==> src/rtl/dh_cal.sv <==
// Streaming squared-column-norm calculator: sums (re^2 + im^2) >> Q over
// batches of 8 accepted samples and emits a saturated Q-format result per batch.
module dh_cal #(
    parameter int Q = 8,
    parameter int N = 16
) (
    input  logic                clk,
    input  logic                rst,
    input  logic                Dh_en,
    input  logic signed [N-1:0] in_real,
    input  logic signed [N-1:0] in_im,
    output logic signed [N-1:0] Dh_out,
    output logic                Dh_result_valid
);

    localparam int PW = 2 * N + 1;
    localparam int AW = 2 * N + 4;
    localparam logic [AW-1:0] SAT_MAX = {{(N + 5){1'b0}}, {(N - 1){1'b1}}};

    logic signed [2*N-1:0] re_sq;
    logic signed [2*N-1:0] im_sq;
    logic [PW-1:0]         power;
    logic [PW-1:0]         term;
    logic [AW-1:0]         sum;
    logic [N-1:0]          sum_sat;

    logic [AW-1:0] acc_q, acc_d;
    logic [2:0]    cnt_q, cnt_d;
    logic [N-1:0]  dh_q, dh_d;
    logic          valid_q, valid_d;

    // Squares of signed values are non-negative, so zero-extension is exact.
    assign re_sq = in_real * in_real;
    assign im_sq = in_im * in_im;
    assign power = {1'b0, re_sq} + {1'b0, im_sq};
    assign term  = power >> Q;
    assign sum   = acc_q + {3'b000, term};
    assign sum_sat = (sum > SAT_MAX) ? SAT_MAX[N-1:0] : sum[N-1:0];

    always_comb begin
        acc_d   = acc_q;
        cnt_d   = cnt_q;
        dh_d    = dh_q;
        valid_d = 1'b0;
        if (Dh_en) begin
            if (cnt_q == 3'd7) begin
                // Last sample of the batch: publish and restart cleanly.
                dh_d    = sum_sat;
                valid_d = 1'b1;
                acc_d   = '0;
                cnt_d   = 3'd0;
            end else begin
                acc_d = sum;
                cnt_d = cnt_q + 3'd1;
            end
        end
    end

    always_ff @(posedge clk) begin
        if (!rst) begin
            acc_q   <= '0;
            cnt_q   <= 3'd0;
            dh_q    <= '0;
            valid_q <= 1'b0;
        end else begin
            acc_q   <= acc_d;
            cnt_q   <= cnt_d;
            dh_q    <= dh_d;
            valid_q <= valid_d;
        end
    end

    assign Dh_out          = dh_q;
    assign Dh_result_valid = valid_q;

endmodule

==> config.mk <==
export PLATFORM = sky130hd
export DESIGN_NAME = dh_cal
export DESIGN_NICKNAME = d
export VERILOG_FILES = /design/src/rtl/dh_cal.sv
export SDC_FILE = /design/constraint.sdc
export NUM_CORES = 1
export LEC_CHECK = 0
export CAP_MARGIN = 10
export CORE_MARGIN = 2
export CORE_UTILIZATION = 45
export DETAILED_ROUTE_END_ITERATION = 8
export MAX_ROUTING_LAYER = met4
export PLACE_DENSITY = 0.58
export REMOVE_ABC_BUFFERS = 1
export SYNTH_ARGS = -nofsm -noshare
export SYNTH_HDL_FRONTEND = slang
export SYNTH_SLANG_ARGS = --single-unit
==> constraint.sdc <==
create_clock -name clk -period 13.1 [get_ports clk]
set_input_delay 1.965 -clock clk [delete_from_list [all_inputs] [get_ports clk]]
set_output_delay 1.965 -clock clk [all_outputs]
set_load 0.05 [all_outputs]
==> metrics <==
status=completed; Slew Limit Fails=0; cell mode on critical path=fa_1; Residual DRC=0; setup violation total in the final timing report=0; reg2reg end=Dh_out[8]; CP Max Fanout=15; Yosys reg bits=56; CTS Buffer Depth=2; cell area after synthesis=between 20000 and 25000 sq um; drt total wl=between 50000 and 60000 um; fin crit share=between 90% and 100%; placed instance area=roughly 24000 sq um; Max H-tree Level=2; Slew headroom=around 18%; CTS Buf Count=5; CTS tree=yes; total grt overflow=0; Worst EP arrival=between 10000 and 15000 ps; Levels on crit path=43; largest net degree at the start of global routing=56; via density per instance=5.14; Setup crit end kind=flip-flop; max incr delay on CP=~690 ps; R2R depth=14; via count=17100; Chip Width=between 200 and 250 um; initial antenna violation count=1; slowest cell on the critical path=clkdlybuf4s50_1; vias in the first global route=between 15000 and 20000; Mapped Cells=between 2000 and 3000; # hold bufs at CTS=0; Syn Area/Cell=~8.7 sq um; first drt pass iteration count=5; Worst Hold Class=reg -> reg; post-route cell area=24400 sq um; min-delay src=Dh_out[15]; clock latency on the worst-skew pair=320 ps; Die Y=229 um; final net count=3391; final hold violations=0; Post-DP HPWL=about 46000 um; WP buf/inv=8; area of the core=roughly 50000 sq um; GRT Resource Usage Total=between 20% and 30%; DR WL/cell=approximately 16 um; PortBufs=about 50; critical path startpoint=in_real[2]; clk slew on worst S/H paths=about 80 ps; minimum clock period=~12000 ps; post-synth cell types=75; Critical Path End=Dh_out[8]; highest clock rate=around 81 MHz; Initial Util=45.5%; RSZ-0062 raised after global routing=no; DR iter-0 viols=between 800 and 900; Placer Congestion=0.921; R2R Path Start=acc_q[0]; Post-synth top flop=dfxtp_1; EDFF count, synth=0; Worst setup SP type=input pin; crit-path leading delay family=adder cells; clock root cell=clkbuf_16; Layout Skew=8.98 ps; crit path kind=in -> reg; DRT antenna net count=0; Cell Rows=82; area delta synth->final=6.91%; Max Cap Viol=0; I/O pin cnt=52; Clock Sinks=56; Req. time, crit path=between 10000 and 15000 ps; final setup TNS=0 ps; layout cells sized above 1=approximately 3.2%; sequential cell area fraction in the yosys report=a little under 5%; first-pass GRT wire length=a little over 90000 um; Worst Max-Slew Pin Slew=~1200 ps; R2R Setup Slk=9420 ps; Async SR Flop Fraction=0%; Yosys Warn Count=0; die area=about 52000 sq um
-- sequential cells by signal, indices dropped and copies added, names as in the netlist --
| name | cells |
|---|---|
| acc_q | 36 |
| Dh_out | 16 |
| Dh_result_valid | 1 |
| cnt_q | 3 |
-- cell usage after synthesis, types with 3 or more instances --
cell       instances  area, sq um
nand2_1          210          788
o21a_1            21          158
xor2_1            46          403
o211ai_1           8         60.1
a41oi_1            3         26.3
nand4_1           15         93.8
nor2b_1           42          263
clkbuf_1          65          244
or3_1              9         56.3
dfxtp_1           56         1120
nand3_1           26          130
and3_1            14         87.6
o31ai_1            3         22.5
mux2_2             3         33.8
xnor2_1           83          727
a311oi_1           7         61.3
a21oi_1          117          586
nor3_1            28          140
a22oi_1            6         45.0
nor2_1           149          559
ha_1             238         2980
a211oi_1          15          113
and2_1            75          469
a21boi_0          11         82.6
a21o_1            38          285
o2111ai_1          5         43.8
a31o_2             8         70.1
or2_2              6         37.5
inv_1            673         2530
a31oi_1            7         43.8
o21bai_1           9         67.6
fa_1             472         9450
o21ai_0           70          350
nand2b_1          20          125
nor4_1             4         25.0
-- tightest hold or removal path, stage by stage, from the launching register on --
cell and delay [ps]:
dfxtp_1 320, nand2_1 60, nor2_1 30
-- kinds of logic (layout without fill, tap and decap cells) --
kind of cell	after synthesis	after routing	share of synthesized area [%]
AND/OR/NAND/NOR	610	610	12.7
XOR/XNOR	129	129	4.96
multiplexers	5	5	0.236
flip-flops	56	56	4.92
other	0	1	0
AO/OA/AOI/OAI	359	359	10.3
adder cells (fa/ha/maj)	710	710	54.6
buffers and inverters	747	778	12.4
-- layer usage --
metal  vias up  part of all wire [%]  global-route usage, %  routed length (um)
li1       8068                     -                      -                   -
met1      8636                    45                   29.8               23800
met2       292                    49                   36.3               25900
met3        73                   3.8                   1.90                2000
met4         0                   2.4                   4.50                1280
met5         -                     0                      -                   0
-- metrics by stage --
step / cells / util, % / hold WS [ps] / setup WS [ps]
finish: 3320 / 48.6 / 447 / 699
global route: 3320 / 48.6 / 467 / 39.3
CTS: 3319 / 48.6 / 454 / 511
detailed placement: 3311 / 48.3 / 436 / 243
global placement: 3311 / 48.3 / 421 / 285
floorplan: 2544 / - / 454 / 1890
-- what timing repair did --
item | in CTS | in global routing
resized for setup | 0 | 8
setup endpoints to repair | 0 | 18
setup buffers | 0 | 0
-- worst min path at each step --
stage	end	slack (ps)	cells after the start
after floorplan	acc_q[22]	450	2
after global placement	Dh_out[15]	420	2
after detailed placement	Dh_out[15]	440	2
after CTS	Dh_out[15]	450	2
after global routing	Dh_out[15]	470	2
final	Dh_out[15]	450	2
-- final cells by class --
class | count | area (sq um)
antenna | 1 | 2.50
clock buffer | 5 | 125
clock inverter | 3 | 25.0
fill | 4960 | 25700
inverter | 675 | 2530
multi-input combinational | 1813 | 18900
sequential | 56 | 1120
tap | 672 | 841
timing repair buffer | 95 | 853
-- cell usage in the layout, fill, tap and decap left out, types with 8 or more instances in the layout --
master,netlist,layout
nand2b_1,20,20
nor3_1,28,28
nor2b_1,42,42
ha_1,238,238
nand2_1,210,210
or3_1,9,9
o21a_1,21,21
o21ai_0,70,70
a21oi_1,117,117
xnor2_1,83,83
xor2_1,46,46
dfxtp_1,56,56
buf_4,1,44
and2_1,75,75
a21boi_0,11,11
and3_1,14,14
a21o_1,38,38
o21bai_1,9,9
nor2_1,149,148
fa_1,472,472
a31o_2,8,8
o211ai_1,8,8
nand3_1,26,26
inv_1,673,673
nand4_1,15,15
a211oi_1,15,14
clkdlybuf4s50_1,0,46
Power is left out: the tool's default activity adds up to more than one toggle a clock period on the data nets, which glitch-free logic cannot reach.
